--- config.mk ---
export PLATFORM = sky130hd
export DESIGN_NAME = divide_controller
export DESIGN_NICKNAME = d
export VERILOG_FILES = /design/src/rtl/divide_controller.sv
export SDC_FILE = /design/constraint.sdc
export NUM_CORES = 1
export LEC_CHECK = 0
export ABC_AREA = 1
export BUFFER_PORTS_ARGS = -buffer_cell sky130_fd_sc_hd__buf_4
export CORE_ASPECT_RATIO = 1.2
export CORE_UTILIZATION = 35
export CTS_CLUSTER_SIZE = 28
export DETAILED_ROUTE_END_ITERATION = 10
export GPL_TIMING_DRIVEN = 1
export PLACE_DENSITY_LB_ADDON = 0.2
export SETUP_SLACK_MARGIN = 0.05
export SLEW_MARGIN = 20
export SYNTH_ARGS = -nofsm -noshare
export SYNTH_HDL_FRONTEND = slang
export SYNTH_SLANG_ARGS = --single-unit
--- constraint.sdc ---
create_clock -name clk -period 1.67 [get_ports clk]
set_input_delay 0 -clock clk [delete_from_list [all_inputs] [get_ports clk]]
set_output_delay 0 -clock clk [all_outputs]
set_load 0.01 [all_outputs]
--- src/rtl/divide_controller.sv ---
// Sequencing controller for an attached multi-cycle signed divider:
// accepts one operand pair, strobes the divider, waits out its run, and holds the result.
module divide_controller #(
    parameter int BITS = 32
) (
    input  logic            clk,
    input  logic            clr,
    input  logic            req_valid,
    output logic            req_ready,
    input  logic [BITS-1:0] req_a,
    input  logic [BITS-1:0] req_m,
    output logic [BITS-1:0] div_a,
    output logic [BITS-1:0] div_m,
    output logic            div_start,
    input  logic [BITS-1:0] div_q,
    input  logic [BITS-1:0] div_r,
    input  logic            div_zero,
    output logic            resp_valid,
    input  logic            resp_ready,
    output logic [BITS-1:0] lo,
    output logic [BITS-1:0] hi,
    output logic            exception
);

    localparam int CW = $clog2(BITS);

    // Handshakes: a transfer happens on a rising edge where valid and ready are both 1;
    // valid, once raised by the producer, holds until that edge.
    typedef enum logic [2:0] {
        IDLE    = 3'd0,
        LOAD    = 3'd1,
        RUN     = 3'd2,
        CAPTURE = 3'd3,
        DONE    = 3'd4
    } state_t;

    state_t          state;
    logic [CW-1:0]   cnt;
    logic [BITS-1:0] op_a;
    logic [BITS-1:0] op_m;

    assign div_a = op_a;
    assign div_m = op_m;

    always_ff @(posedge clk or negedge clr) begin
        if (!clr) begin
            state      <= IDLE;
            cnt        <= '0;
            op_a       <= '0;
            op_m       <= '0;
            lo         <= '0;
            hi         <= '0;
            exception  <= 1'b0;
            div_start  <= 1'b0;
            resp_valid <= 1'b0;
            req_ready  <= 1'b1;
        end else begin
            case (state)
                IDLE: begin
                    if (req_valid && req_ready) begin
                        op_a      <= req_a;
                        op_m      <= req_m;
                        state     <= LOAD;
                        req_ready <= 1'b0;
                        div_start <= 1'b1;
                    end
                end
                LOAD: begin
                    div_start <= 1'b0;
                    if (div_zero) begin
                        // Divide-by-zero skips the run; lo/hi keep the previous result.
                        state      <= DONE;
                        exception  <= 1'b1;
                        resp_valid <= 1'b1;
                    end else begin
                        state     <= RUN;
                        cnt       <= CW'(BITS - 2);
                        exception <= 1'b0;
                    end
                end
                RUN: begin
                    if (cnt == '0) begin
                        state <= CAPTURE;
                    end else begin
                        cnt <= cnt - 1'b1;
                    end
                end
                CAPTURE: begin
                    lo         <= div_q;
                    hi         <= div_r;
                    state      <= DONE;
                    resp_valid <= 1'b1;
                end
                DONE: begin
                    if (resp_ready) begin
                        state      <= IDLE;
                        resp_valid <= 1'b0;
                        req_ready  <= 1'b1;
                    end
                end
                default: begin
                    state      <= IDLE;
                    div_start  <= 1'b0;
                    resp_valid <= 1'b0;
                    req_ready  <= 1'b1;
                end
            endcase
        end
    end

endmodule
# ---- After elaboration in Yosys (flattened, before gate mapping)
# Index checks and enable logic that the tools add are counted.
dict set report totals {
  regBits 140
  input_bits 133
  elab_cells 54
}
dict set report op_classes {
  addsub 1
  eq_ne 10
  mux 17
  n_bitwise 3
  reduce_logical 13
}
# cell n
set op_table {}
lappend op_table {{one-hot mux 3 bit (5 select lines)} 1}
lappend op_table {{2-to-1 mux 3 bit} 4}
lappend op_table {{!= test 2 bit, second input constant} 6}
lappend op_table {{AND reduction 3 bit} 4}
lappend op_table {{2-to-1 mux 5 bit} 2}
lappend op_table {{one-hot mux 5 bit (2 select lines)} 1}
lappend op_table {{equality test 3 x 2 -> 1 bit, second input constant} 2}
lappend op_table {{2-to-1 mux 1 bit} 6}
lappend op_table {{OR reduction 3 bit} 2}
lappend op_table {{logical NOT 5 bit} 1}
lappend op_table {{subtractor 5 x 1 -> 5 bit, second input constant} 1}
lappend op_table {{one-hot mux 1 bit (4 select lines)} 1}
lappend op_table {{AND reduction 2 bit} 2}
lappend op_table {{equality test 3 x 1 -> 1 bit, second input constant} 1}
lappend op_table {{equality test 3 bit, second input constant} 1}
lappend op_table {{logical NOT 3 bit} 1}
lappend op_table {{NOT 1 bit} 3}
lappend op_table {{one-hot mux 1 bit (3 select lines)} 1}
lappend op_table {{one-hot mux 1 bit (2 select lines)} 1}
lappend op_table {{nonzero test 2 bit} 1}
lappend op_table {{OR reduction 2 bit} 1}
lappend op_table {{logical AND 1 bit} 1}

# ---- Logic depth before layout (Yosys ltp)
# Gate-level depths: netlist of run 1.
dict set report depth {
  ltp_word 4
  depth_mapped 7
}

# ---- Worst setup path before layout of run 1
# No wires, ideal clock.
dict set report synth_timing {
  path_type {register to register}
  from {reg req_ready}
  to {reg op_a[26] (netlist: div_a[26])}
  setup_time_ns 0.130
  arrival_ns 1.110
  t_required_ns 1.540
  setup_slack_ns 0.430
  stages_incl_launch_ff 6
  n_path_buf 2
  period_less_slack_ns 1.240
  cell_sequence {dfstp_2 nand4_2 buf_4 buf_6 nand2_1 o21ai_0}
}
dict set report synth_between {
  elab_chain_len 2
}
# element line
set synth_rtl {}
lappend synth_rtl {{start: declaration} 9} ;# output logic req_ready,
lappend synth_rtl {{start signal: assignment} 56} ;# req_ready <= 1'b1;
lappend synth_rtl {{start signal: assignment} 64} ;# req_ready <= 1'b0;
lappend synth_rtl {{start signal: assignment} 98} ;# req_ready <= 1'b1;
lappend synth_rtl {{logical AND 1 bit} 60} ;# if (req_valid && req_ready) begin
lappend synth_rtl {{AND reduction 2 bit (no line)} --}
lappend synth_rtl {{end signal: assignment} 61} ;# op_a <= req_a;
lappend synth_rtl {{end: declaration} 39} ;# logic [BITS-1:0] op_a;
# No other way between the ends.
# A chain may end at the register's enable or synchronous reset.

# ---- Worst setup path after layout of run 1
dict set report layout_timing {
  from {reg state[1]}
  to {reg op_m[7] (netlist: div_m[7])}
}
dict set report layout_between {
  elab_chain_len 2
}
# element line
set layout_rtl {}
lappend layout_rtl {{start: declaration} 37} ;# state_t state;
lappend layout_rtl {{start signal: assignment} 47} ;# state <= IDLE;
lappend layout_rtl {{start signal: assignment} 63} ;# state <= LOAD;
lappend layout_rtl {{start signal: assignment} 72} ;# state <= DONE;
lappend layout_rtl {{logical NOT 3 bit} 58} ;# case (state)
lappend layout_rtl {{AND reduction 2 bit (no line)} --}
lappend layout_rtl {{end signal: assignment} 62} ;# op_m <= req_m;
lappend layout_rtl {{end: declaration} 40} ;# logic [BITS-1:0] op_m;
# No other way between the ends.

==> reports/results.txt, run 1 <==
Row generation in the floorplan step produced 51 rows. Buffers inserted during clock tree synthesis total 17. The tools report the leakage power of the design as 5.376 nW. Counting every net in the synthesized netlist gives 759. The kind of cell with the highest combined delay along the critical path is flip-flops. IR analysis of the VDD net gives a maximum drop of 0.7145 mV.

For the count of antenna-violating nets left after detailed routing, the log shows 0. The post-synthesis to final-layout area growth works out to 71.43%. The share of the synthesized area in the top cell type came out at 0.6008. Among all stages on the critical path, the largest delay is contributed by sky130_fd_sc_hd__dfrtp_1. Across the run, the number of max-cap violations was 0.

The portion of the post-synthesis area used by sequential elements was 0.6054. Of all nets on the critical path, the largest fanout is 39. The worst hold path begins at req_valid.

The proportion of synthesized flip-flops having asynchronous set or reset came out at 1.000. The final worst-path cycle share was 0.8680; the number of global-route vias before repair was 5,390. After detailed routing, the number of vias per cell comes to 4.318. The flow ran to the end, and the final reports show no timing, DRC or antenna violations. The core area was 16,210 µm²; the remaining design rule violation count was 0. The number of different library cells used by synthesis comes to 20. Yosys mapped a number of flops with a built-in enable equal to 0.

The kind of critical path is register to register. The start of the worst register-to-register path is state[1]. The H-tree depth is 4, and the clock-pin slew on the worst setup and hold paths is 0.06 ns. The clock passes through at most 2 buffers.

Together, buffers and inverters on the worst path number 2. STA puts the critical path data arrival time at 1.75 ns. The depth of the worst hold-timing path was 6.

The number of setup buffers added after CTS came out at 0. The most used flip-flop cell after synthesis is sky130_fd_sc_hd__dfrtp_1. Each instance of the synthesized netlist takes up on average 9.263 µm². Summed over all failing endpoints, the final setup total negative slack is 0 ns. The global-route congestion overflow total is 0, and the fraction of final layout cells with drive strength greater than 1 is 0.3538. Clock root buffer: sky130_fd_sc_hd__clkbuf_16.

The tools report the routed via count as 5,419. Entering global routing, the biggest net connects 50 pins. Measured along the y axis, the die boundary spans 142.9 µm. Type of the most critical hold path: input pin to register.

The post-synthesis cell count was 625; the horizontal extent of the die was 119.4 µm. Register bit total from synthesis: 140. The slew of the pin with the lowest slew margin is 0.4299 ns. The tools report the final wirelength as 16,110 µm. Setup repair after global routing left no endpoint under its margin. TritonCTS built the clock tree.

The initial cell density of the core was 0.3572. At the later pin of the worst-skew pair, clock insertion delay measures 0.41 ns. The worst register-to-register path ends at div_m[7]. Buffers placed on the I/O ports in this run total 264.

The cell area that synthesis handed to floorplanning was 5789 µm². The run gives 1,165 as the number of nets in the layout. Worst max-slew margin expressed relative to the limit: 0.7134.

After the first detailed-routing iteration, the DRC count stood at 202. For the weighted congestion reported at the end of routability-driven placement, the log shows 0.7776. Sorting the synthesized cells by area gives the leading types as sky130_fd_sc_hd__dfrtp_1, sky130_fd_sc_hd__nand2_1, sky130_fd_sc_hd__o21ai_2. The repair_antennas step left the layout with diodes totalling 0.

After detailed routing, the average wire length per cell comes to 12.84 µm. For this design, the sink count on the clock tree is 140. The number of hold-slack violations in the final timing report is 0, and the worst reg2reg path depth is 6.

For flop-to-flop paths, the worst setup slack is 0.22 ns. Counting I/O delays and the setup requirement, the final critical path takes 1.449 ns. The die covers 17,060 µm².

Required time at the endpoint of the critical path: 1.97 ns. The detailed-placement wirelength estimate is 10,480 µm, and the timing-limited maximum frequency is 689.9 MHz. sky130_fd_sc_hd__dfrtp_1 takes more of the synthesized area than any other cell. The delay of the slowest critical-path stage was 0.42 ns; the overall power was 0.01669 W.

The worst hold path endpoint was req_ready. The power per standard cell area came out at 1682 nW/µm². The tools report the initial antenna violation count as 0. The aggregate global-route resource usage came out at 0.1928.

The worst setup path is launched from a register. In this run the count of I/O pins placed on the die edge is 265. The first global-routing pass estimated 25,700 µm of wire. For the worst clock skew on the final layout, the log shows 0.009151 ns. The total count of max-transition violations in the final report is 0, and the warning count from the yosys run is 0. For this run, the detailed router's first-pass iteration total came to 4. STA classifies the critical path endpoint as a register. Setup violations remaining at the end of the flow were counted as 0. Walking the worst path, the cells encountered are nor2_2 > nand4_4 > buf_12 > buf_4 > nand2_1 > o21ai_2.
==> worst max path at each step <==
stage               from  slack, ns        end  depth (start not counted)
2_1_floorplan  req_ready       0.43  div_a[26]                          5
3_3_place_gp    state[0]       0.26  div_m[12]                          6
3_5_place_dp    state[1]       0.22  div_m[18]                          6
4_1_cts         state[1]       0.20   div_m[7]                          6
5_1_grt         state[0]       0.10   div_m[7]                          6
6_report        state[1]       0.22   div_m[7]                          6
==> worst reg2reg max path, delay by kind of cell (launching register included) <==
family | cells | cell delay [ns]
buffers and inverters | 2 | 0.44
DFF | 1 | 0.42
AOI/OAI and AO/OA | 1 | 0.06
and+or+nand+nor | 3 | 0.42
==> report_power, final <==
| part | total [W] | switching (W) | internal, W | leakage (nW) |
|---|---|---|---|---|
| Clock | 0.00388 | 0.00139 | 0.00249 | 0.294 |
| Sequential | 0.00597 | 0.000936 | 0.00503 | 1.73 |
| Combinational | 0.00684 | 0.00342 | 0.00342 | 3.36 |
| Total | 0.0167 | 0.00575 | 0.0109 | 5.38 |
==> final cells by class <==
class                   instances  area [µm²]
repair buffers                414        3502
multi-input cells             381        1758
inverters                      77       289.0
flip-flops and latches        140        3505
clock buffers                  20       436.7
clock inverters                11       168.9
well taps                     212       265.3
fillers                      1381        6284
==> stage by stage <==
stage	std cells	hold slack, ns	util	instance area (µm²)	worst slack (ns)
after floorplan	625	-0.2956	-	5789	0.4300
after global placement	1093	-0.03872	0.4941	8008	0.2552
after detailed placement	1093	-0.04552	0.4941	8008	0.2246
after CTS	1255	0.02220	0.6123	9925	0.2007
after global routing	1255	0.04810	0.6123	9925	0.1019
final	1255	0.03394	0.6123	9925	0.2205
==> layer usage <==
layer	GRT usage	vias to the layer above	part of all wire
met1	0.2228	2489	0.41
met5	0	-	0
met2	0.3302	187	0.49
met3	0.05032	36	0.058
met4	0.09868	0	0.036
li1	-	2707	-
==> cells by family after synthesis <==
logic type | count (synthesis) | synth area share
compound gates | 68 | 0.08861
fa+ha+maj | 1 | 0.002161
buf+inv | 104 | 0.09336
flops | 140 | 0.6054
simple gates | 312 | 0.2105
==> cells in the mapped netlist, types with 2 or more instances <==
cell,instances
sky130_fd_sc_hd__nand3_1,14
sky130_fd_sc_hd__dfrtp_1,139
sky130_fd_sc_hd__inv_2,3
sky130_fd_sc_hd__nand2_2,2
sky130_fd_sc_hd__buf_2,6
sky130_fd_sc_hd__buf_6,18
sky130_fd_sc_hd__o21ai_0,13
sky130_fd_sc_hd__nor2_1,6
sky130_fd_sc_hd__o21ai_2,46
sky130_fd_sc_hd__buf_4,2
sky130_fd_sc_hd__nand2_1,284
sky130_fd_sc_hd__o21ai_1,9
sky130_fd_sc_hd__nor2_2,3
sky130_fd_sc_hd__inv_1,74
==> registers in the layout, summed over array words and instances (netlist names) <==
signal / count
div_a: 32
div_m: 32
hi: 32
lo: 32
cnt: 5
state: 3
div_start: 1
exception: 1
req_ready: 1
resp_valid: 1
==> layout by cell type (no fill, tap or decap) <==
cell / instances
sky130_fd_sc_hd__clkinvlp_4: 1
sky130_fd_sc_hd__nand4_4: 1
sky130_fd_sc_hd__o21ai_0: 13
sky130_fd_sc_hd__dfrtp_1: 139
sky130_fd_sc_hd__nand3_1: 14
sky130_fd_sc_hd__o21ai_1: 9
sky130_fd_sc_hd__or2_2: 1
sky130_fd_sc_hd__nor2_2: 2
sky130_fd_sc_hd__dfstp_2: 1
sky130_fd_sc_hd__inv_1: 74
sky130_fd_sc_hd__o21ai_2: 46
sky130_fd_sc_hd__nand2_1: 284
sky130_fd_sc_hd__nor2_4: 1
sky130_fd_sc_hd__bufinv_16: 4
sky130_fd_sc_hd__buf_6: 1
sky130_fd_sc_hd__buf_12: 5
sky130_fd_sc_hd__clkbuf_16: 17
sky130_fd_sc_hd__nand3_2: 1
sky130_fd_sc_hd__clkbuf_1: 3
sky130_fd_sc_hd__inv_6: 1
sky130_fd_sc_hd__nor2_1: 6
sky130_fd_sc_hd__clkinv_2: 3
sky130_fd_sc_hd__buf_4: 277
sky130_fd_sc_hd__ha_1: 1
sky130_fd_sc_hd__clkinv_4: 2
sky130_fd_sc_hd__inv_2: 3
sky130_fd_sc_hd__nand2_2: 2
sky130_fd_sc_hd__dlygate4sd3_1: 131
==> timing repair <==
action                    CTS  global route
hold endpoints to repair  273             0
resized for setup           0             0
hold buffers              131             0
(Power assumes the default switching activity.)
==> run 2, diff against run 1 <==
CELL_PAD_IN_SITES_DETAIL_PLACEMENT = 0   (was unset)
CELL_PAD_IN_SITES_GLOBAL_PLACEMENT = 1   (was unset)
CORE_UTILIZATION = 34   (was 35)
GPL_ROUTABILITY_DRIVEN = 0   (was unset)
==> run 2 against run 1 <==
Sequential share of layout area up 0.33 points. Total power fell by 1.6%. Clock skew down 0.0030 ns. Worst setup slack got worse by 0.074 ns. Non-clock buffer count shrank 10. Fmax shrank 4.9%. Register-to-register slack worse by 0.07 ns. Die area rose by 2.9%.
==> reports/results.txt, run 2 (same netlist as run 1, synthesis figures left out) <==
Kind of end point of the critical path: a register. For the met1 layer usage reported by global route, the log shows 0.2234. In the layout the commonest cells are sky130_fd_sc_hd__nand2_1, sky130_fd_sc_hd__buf_4, sky130_fd_sc_hd__dfrtp_1, sky130_fd_sc_hd__dlygate4sd3_1, sky130_fd_sc_hd__inv_1. The worst setup slack for register-to-register paths came out at 0.15 ns.

The clock period minus worst slack works out to 1.523 ns. The clock passes through at most 2 buffers. TritonCTS built the clock tree. The via-per-instance ratio was 4.415; the count of antenna-violating nets left after detailed routing was 0. The critical path in this run is classified as register to register. For this design the static power due to leakage is 5.325 nW. For the worst setup path, the data arrival time is 1.87 ns. In the final routed layout, each cell accounts on average for 13.47 µm.

Setup repair after global routing left no endpoint under its margin. For this run, design rule violations remaining after detail routing come to 0. Clock root buffer: sky130_fd_sc_hd__clkbuf_16.

From bottom edge to top edge, the die measures 144.9 µm. Number of sinks on the clock net: 140. The number of global-route vias before repair was 5,717; the fraction of final layout cells with drive strength greater than 1 was 0.3511. Compared with the post-synthesis result, the final layout area differs by 69.83%.

The worst max-slew margin expressed relative to the limit is 0.7463, and the global-route met2 utilization is 0.3369. The logs give 0.1975 for the aggregate global-route resource usage and 0.006143 ns for the worst clock skew on the final layout. The core area is 16,460 µm². For the routed via count, the log shows 5,506. In this run, CTS created clock tree buffers numbering 17. The run gives 0 as the number of hold-slack violations in the final timing report. For the maximum ir drop on the vdd rail, the log shows 0.7839 mV. The maximum fanout along the worst path was 5.

The design draws 0.01643 W. The flow ran to the end, and the final reports show no timing, DRC or antenna violations. On the critical path, the stage with the largest delay is an instance of sky130_fd_sc_hd__dlygate4sd3_1. For the largest net degree at the start of global routing, the log shows 69. The total count of max-transition violations in the final report is 0. The tools report the initial cell density of the core as 0.3516. The run gives 0.05739 as the met3 routing resource usage after global routing.

The tools report the required time at the endpoint of the critical path as 2.02 ns. The floorplan step set the die width to 121.1 µm. The worst setup path is launched from a register. The HPWL after detailed placement is 11,300 µm.

The global-route congestion overflow total came out at 0. The run gives 0.41 ns as the clock insertion delay at the later pin of the skew report. Clock-pin slew was measured on the worst setup and hold paths at 0.06 ns. The most used routing layer in global routing was met2. The logs give 4 for the H-tree depth and 282 for the number of DRC markers after the initial detailed-route iteration.

The run gives 1,155 as the number of nets in the layout. The initialized floorplan defines 51 standard-cell rows. The power per standard cell area was 1671 nW/µm².

Static timing analysis puts the maximum clock frequency at 656.4 MHz. The tools report the area of the die as 17,560 µm². Walking the worst path, the cells encountered are nor2_2 > nand3_2 > nand2_1 > dlygate4sd3_1. Buffers added to address setup during post-CTS repair amount to 0. The number of maximum-capacitance violations was 0; the final worst-path cycle share was 0.9122. On the worst path, the slowest cell contributes a delay of 0.54 ns.

Setup violations remaining at the end of the flow were counted as 0. The final-layout worst hold slack is 0.02781 ns. The count of buffers inserted at the top-level ports was 264; the first-pass GRT wire length was 27,300 µm.

In this run the count of I/O pins placed on the die edge is 265. In the final timing run, aggregate negative setup slack is 0 ns. The worst hold path belongs to the class input pin to async pin.

The first TritonRoute pass finished after 5 iterations. At the pin with the least slew margin, the transition time is 0.3806 ns. The final wirelength was 16,800 µm. For the initial antenna violation count, the log shows 1. The library cell used most frequently in the layout, excluding fill and tap cells, is sky130_fd_sc_hd__nand2_1.
-- run 2: cell types whose count changed in the layout (fill, tap and decap cells not counted), moves of 2 or more --
cell	before	now
sky130_fd_sc_hd__buf_4	277	265
sky130_fd_sc_hd__clkbuf_1	3	1
sky130_fd_sc_hd__clkbuf_8	0	3
sky130_fd_sc_hd__clkinv_2	3	6
sky130_fd_sc_hd__bufinv_16	4	1
-- run 2: what timing repair did --
item,4_1_cts,5_1_grt
hold endpoints to repair,272,0
gates resized for setup,0,2
hold buffers,132,0
endpoints found under the setup margin,0,1
-- run 2: layout make-up --
type | count | area [µm²]
diodes | 1 | 2.502
clock buffers | 21 | 470.5
clock inverters | 11 | 92.59
fillers | 1400 | 6631
inverters | 77 | 289.0
multi-input cells | 381 | 1765
flip-flops and latches | 140 | 3505
well taps | 212 | 265.3
repair buffers | 404 | 3442
-- run 2: power breakdown --
part,internal (W),total [W],switching [W]
registers,0.00503,0.00604,0.00101
logic,0.00337,0.00681,0.00344
clock network,0.00216,0.00358,0.00142
-- run 2: critical path, delay by kind of cell (launching register included) --
family,cells,cell delay (ns)
buf+inv,1,0.54
flops,1,0.45
simple gates,3,0.47
-- run 2: layer usage --
metal / vias up / share of wire
li1: 2685 / -
met2: 213 / 0.50
met4: 0 / 0.034
met1: 2569 / 0.40
met5: - / 0
met3: 39 / 0.068
-- run 2: final timing paths --
| path | from | end | cells past startpoint |
|---|---|---|---|
| worst max-delay path | state[1] | state[2] | 4 |
| worst min register to register | lo[27] | lo[27] | 2 |
| min in group clk | req_valid | div_start | 6 |
| worst min-delay path | clr | lo[23] | 2 |
| worst max register to register | state[1] | state[2] | 4 |
| max in group asynchronous | clr | div_a[0] | 3 |
-- run 2: through the flow --
| stage | area, µm² | setup slack, ns | util | std cells |
|---|---|---|---|---|
| after floorplan | 5789 | 0.4300 | - | 625 |
| after global placement | 7938 | 0.3432 | 0.4821 | 1082 |
| after detailed placement | 7938 | 0.3080 | 0.4821 | 1082 |
| after CTS | 9822 | 0.09907 | 0.5966 | 1246 |
| after global routing | 9832 | 0.06089 | 0.5972 | 1247 |
| final | 9832 | 0.1466 | 0.5972 | 1247 |
==> run 3, diff against run 2 <==
ABC_AREA = unset   (was 1)
CORE_UTILIZATION = 35   (was 34)
PLACE_DENSITY = 0.76   (was unset)
PLACE_DENSITY_LB_ADDON = unset   (was 0.2)
==> run 3 against run 2 <==
First-iteration DRC count fell by 50%. Hold slack improved by 0.14 ns. Total power fell by 15%. Clock power rose by 4%. Cell area rose by 0.38%. Largest cell class is now buffers. Largest power group is now sequential cells. Highest routed layer unchanged.
==> reports/results.txt, run 3 <==
Data on the critical path arrives at its endpoint at 1.88 ns. The clock passes through at most 2 buffers. A synthesized cell averages 16.40 µm². The final worst-path cycle share is 0.9506, and the count of TritonRoute iterations in the first routing pass is 4.

For this run, design rule violations remaining after detail routing come to 0. The tools report the number of sinks on the clock net as 140. In the synthesized netlist, the cells that appear most often are sky130_fd_sc_hd__dfrtp_1, sky130_fd_sc_hd__mux2_2, sky130_fd_sc_hd__buf_2, sky130_fd_sc_hd__buf_6. For the number of nets in the layout, the log shows 883. Startpoint class of the critical path: a register.

The aggregate global-route resource usage was 0.1873. The worst setup slack for register-to-register paths was 0.08 ns; the number of global-route vias before repair was 4,642. The die covers 15,870 µm². Amount of wire on met2 after detailed routing: 8520 µm. For the number of DRC markers after the initial detailed-route iteration, the log shows 140. The warning count from the yosys run was 0.

The run gives 0.6764 mV as the maximum ir drop on the vdd rail. In this run the critical register-to-register path is captured at div_m[13]. Sorting the synthesized cells by area gives the leading types as sky130_fd_sc_hd__dfrtp_1, sky130_fd_sc_hd__mux2_2, sky130_fd_sc_hd__buf_6.

Setup repair after global routing could not meet its margin everywhere. Yosys mapped the design onto 32 distinct sky130hd cell types. The logs give 462 for the total nets after synthesis and 0.1720 ns for the final-layout worst hold slack. The routed layout has 4,359 vias. In the final routed layout, each cell accounts on average for 16.26 µm. Entering global routing, the biggest net connects 67 pins.

Measured along the x axis, the die boundary spans 115.2 µm. For the I/O pin total, the log shows 265. Initial cell density of the core: 0.3581. The logs give 0 for the number of hold-slack violations in the final timing report and 22,460 µm for the first-pass GRT wire length.

Before CTS, the worst setup slack after placement is 0.08071 ns. The detailed router put a total of 5705 µm of wire on met1. Across the run, the number of max-cap violations was 0. The worst setup path is captured at a register. The maximum fanout along the worst path is 18. After global routing the overflow that remains totals 0.

The HPWL after detailed placement is 9513 µm. Worst max-slew margin expressed relative to the limit: 0.6539. The tools report the met3 wirelength from detailed routing as 1207 µm. Registers take 3506 µm². The power per standard cell area was 1419 nW/µm². Fill cells in the final layout number 1,060. The highest signal layer in the routed design is met4. Walking the worst path, the cells encountered are nand3b_4 > nor3_4 > buf_12 > buf_12 > mux2_2. For this design the static power due to leakage is 4.722 nW. The run gives 0 as the initial antenna violation count. The H-tree generated during clock tree synthesis spans 4 levels. The run finished with clean final reports. The most used flip-flop cell after synthesis is sky130_fd_sc_hd__dfrtp_1. The fraction of final layout cells with drive strength greater than 1 works out to 0.5866. From synthesis to final layout, the design area changed by 83.48%.

The antenna diode count is 0. The clock period minus worst slack came out at 1.588 ns. The share of the synthesized area in the top cell type came out at 0.6467. The via-per-instance ratio is 4.512. The worst reg2reg path depth works out to 5. The total count of max-transition violations in the final report is 0, and the delay of the slowest critical-path stage is 0.55 ns.

Type of the most critical hold path: input pin to async pin. The core area came out at 15,020 µm². The final setup violation count is 0, and the number of buffers created by CTS is 17. Wires add up to 15,710 µm. The total buffers and inverters traversed by the critical path was 2.

The tree is rooted in a sky130_fd_sc_hd__clkbuf_16. The run gives 49 as the number of placement rows. Die span in y: 137.8 µm. The register bit total from synthesis is 140. At the later pin of the worst-skew pair, clock insertion delay measures 0.41 ns. In this run the critical register-to-register path is launched from req_ready.

The critical path is of the register to register type. For this run, the top clock speed supported by timing is 629.9 MHz. The post-layout worst setup margin is 0.08244 ns, and the summed negative setup slack over all endpoints is 0 ns.

The run gives 1883 µm² as the area taken by multi-input logic gates. The proportion of synthesized flip-flops having asynchronous set or reset is 1.000. Cell taking the most area after synthesis: sky130_fd_sc_hd__dfrtp_1. In the layout the commonest cells are sky130_fd_sc_hd__buf_4, sky130_fd_sc_hd__dfrtp_1, sky130_fd_sc_hd__dlygate4sd3_1, sky130_fd_sc_hd__mux2_2, sky130_fd_sc_hd__mux2_4. The family with the most delay on the worst path is flip-flops. The post-synth design cell area came out at 5379 µm². Buffers placed on the I/O ports in this run total 264. Critical-path cell with the highest stage delay: sky130_fd_sc_hd__dfstp_2.

Data on the critical path is required at its endpoint by 1.96 ns. The slew of the pin with the lowest slew margin is 0.5174 ns. For the final database, setup skew stands at 0.006121 ns.

By instance count, the leading cell after synthesis is sky130_fd_sc_hd__dfrtp_1. The most frequent standard cell in the layout excluding fill and tap cells was sky130_fd_sc_hd__buf_4. After clock tree synthesis, the clock-pin slew on the worst setup and hold paths is 0.06 ns.

Synthesis produced 328 cells. The cell seen most often among critical-path stages is sky130_fd_sc_hd__buf_12. TritonCTS built the clock tree. The portion of the post-synthesis area used by sequential elements is 0.6515. Yosys mapped a number of flops with a built-in enable equal to 0. The detail route stage leaves a number of antenna-violating nets equal to 0.
run 3: cell types whose count changed after synthesis, moves of 5 or more:
cell,change
sky130_fd_sc_hd__nand2_1,-279
sky130_fd_sc_hd__o21ai_1,-8
sky130_fd_sc_hd__o21ai_2,-45
sky130_fd_sc_hd__buf_6,-11
sky130_fd_sc_hd__o21ai_0,-11
sky130_fd_sc_hd__inv_1,-70
sky130_fd_sc_hd__mux2_2,+124
sky130_fd_sc_hd__nand3_1,-14
sky130_fd_sc_hd__mux2_1,+5
run 3: repair_timing:
action | 4_1_cts | 5_1_grt
endpoints found under the setup margin | 0 | 61
hold buffers | 134 | 0
resized for setup | 0 | 40
hold endpoints to repair | 275 | 0
buffers inserted | 0 | 3
run 3: area by class of cell:
cell class,instances,area share
timing repair buffer,417,0.3665
clock inverter,13,0.01420
multi-input combinational,169,0.1908
tap,204,0.02586
inverter,4,0.001521
clock buffer,19,0.04589
sequential,140,0.3552
run 3: worst register-to-register path, stage by stage (launching register included):
cell                       delay [ns]
sky130_fd_sc_hd__dfstp_2         0.55
sky130_fd_sc_hd__nand3b_4        0.09
sky130_fd_sc_hd__nor3_4          0.15
sky130_fd_sc_hd__buf_12          0.18
sky130_fd_sc_hd__buf_12          0.17
sky130_fd_sc_hd__mux2_2          0.35
run 3: cell families (layout without fill, tap and decap cells):
group / after synthesis / in the layout / synth area share
AOI/OAI and AO/OA: 14 / 14 / 0.01884
xor gates and xnor gates: 2 / 2 / 0.003257
muxes: 129 / 129 / 0.2701
adders and majority gates: 1 / 1 / 0.002326
and+or+nand+nor: 23 / 23 / 0.02861
buffers and inverters: 19 / 453 / 0.02535
DFF: 140 / 140 / 0.6515
run 3: where the power goes:
group | switching (W) | internal (W)
Clock | 0.00145 | 0.00228
Combinational | 0.00182 | 0.00303
Sequential | 0.000765 | 0.00466
Total | 0.00404 | 0.00997
run 3: layer usage:
layer	vias to the layer above	GRT usage
met3	20	0.06687
met1	2145	0.1947
li1	2006	-
met5	-	0
met4	0	0.07648
met2	188	0.3404
run 3: worst max path at each step:
| stage | from | end | slack (ns) | depth (start not counted) |
|---|---|---|---|---|
| 3_3_place_gp | req_ready | div_a[12] | 0.11 | 5 |
| 5_1_grt | req_ready | div_m[10] | 0.0008 | 5 |
| 3_5_place_dp | req_ready | div_a[5] | 0.08 | 5 |
| 6_report | req_ready | div_m[13] | 0.08 | 5 |
| 4_1_cts | req_ready | div_a[17] | 0.08 | 5 |
| 2_1_floorplan | req_ready | div_m[10] | -0.02 | 4 |
run 3: per-stage QoR:
step	utilization	std cells	area (µm²)	power, W
2_1_floorplan	-	328	5379	0.007121
3_3_place_gp	0.5115	794	7684	0.009565
3_5_place_dp	0.5115	794	7684	0.009720
4_1_cts	0.6403	960	9618	0.01375
5_1_grt	0.6571	966	9869	0.01473
6_report	0.6571	966	9869	0.01400
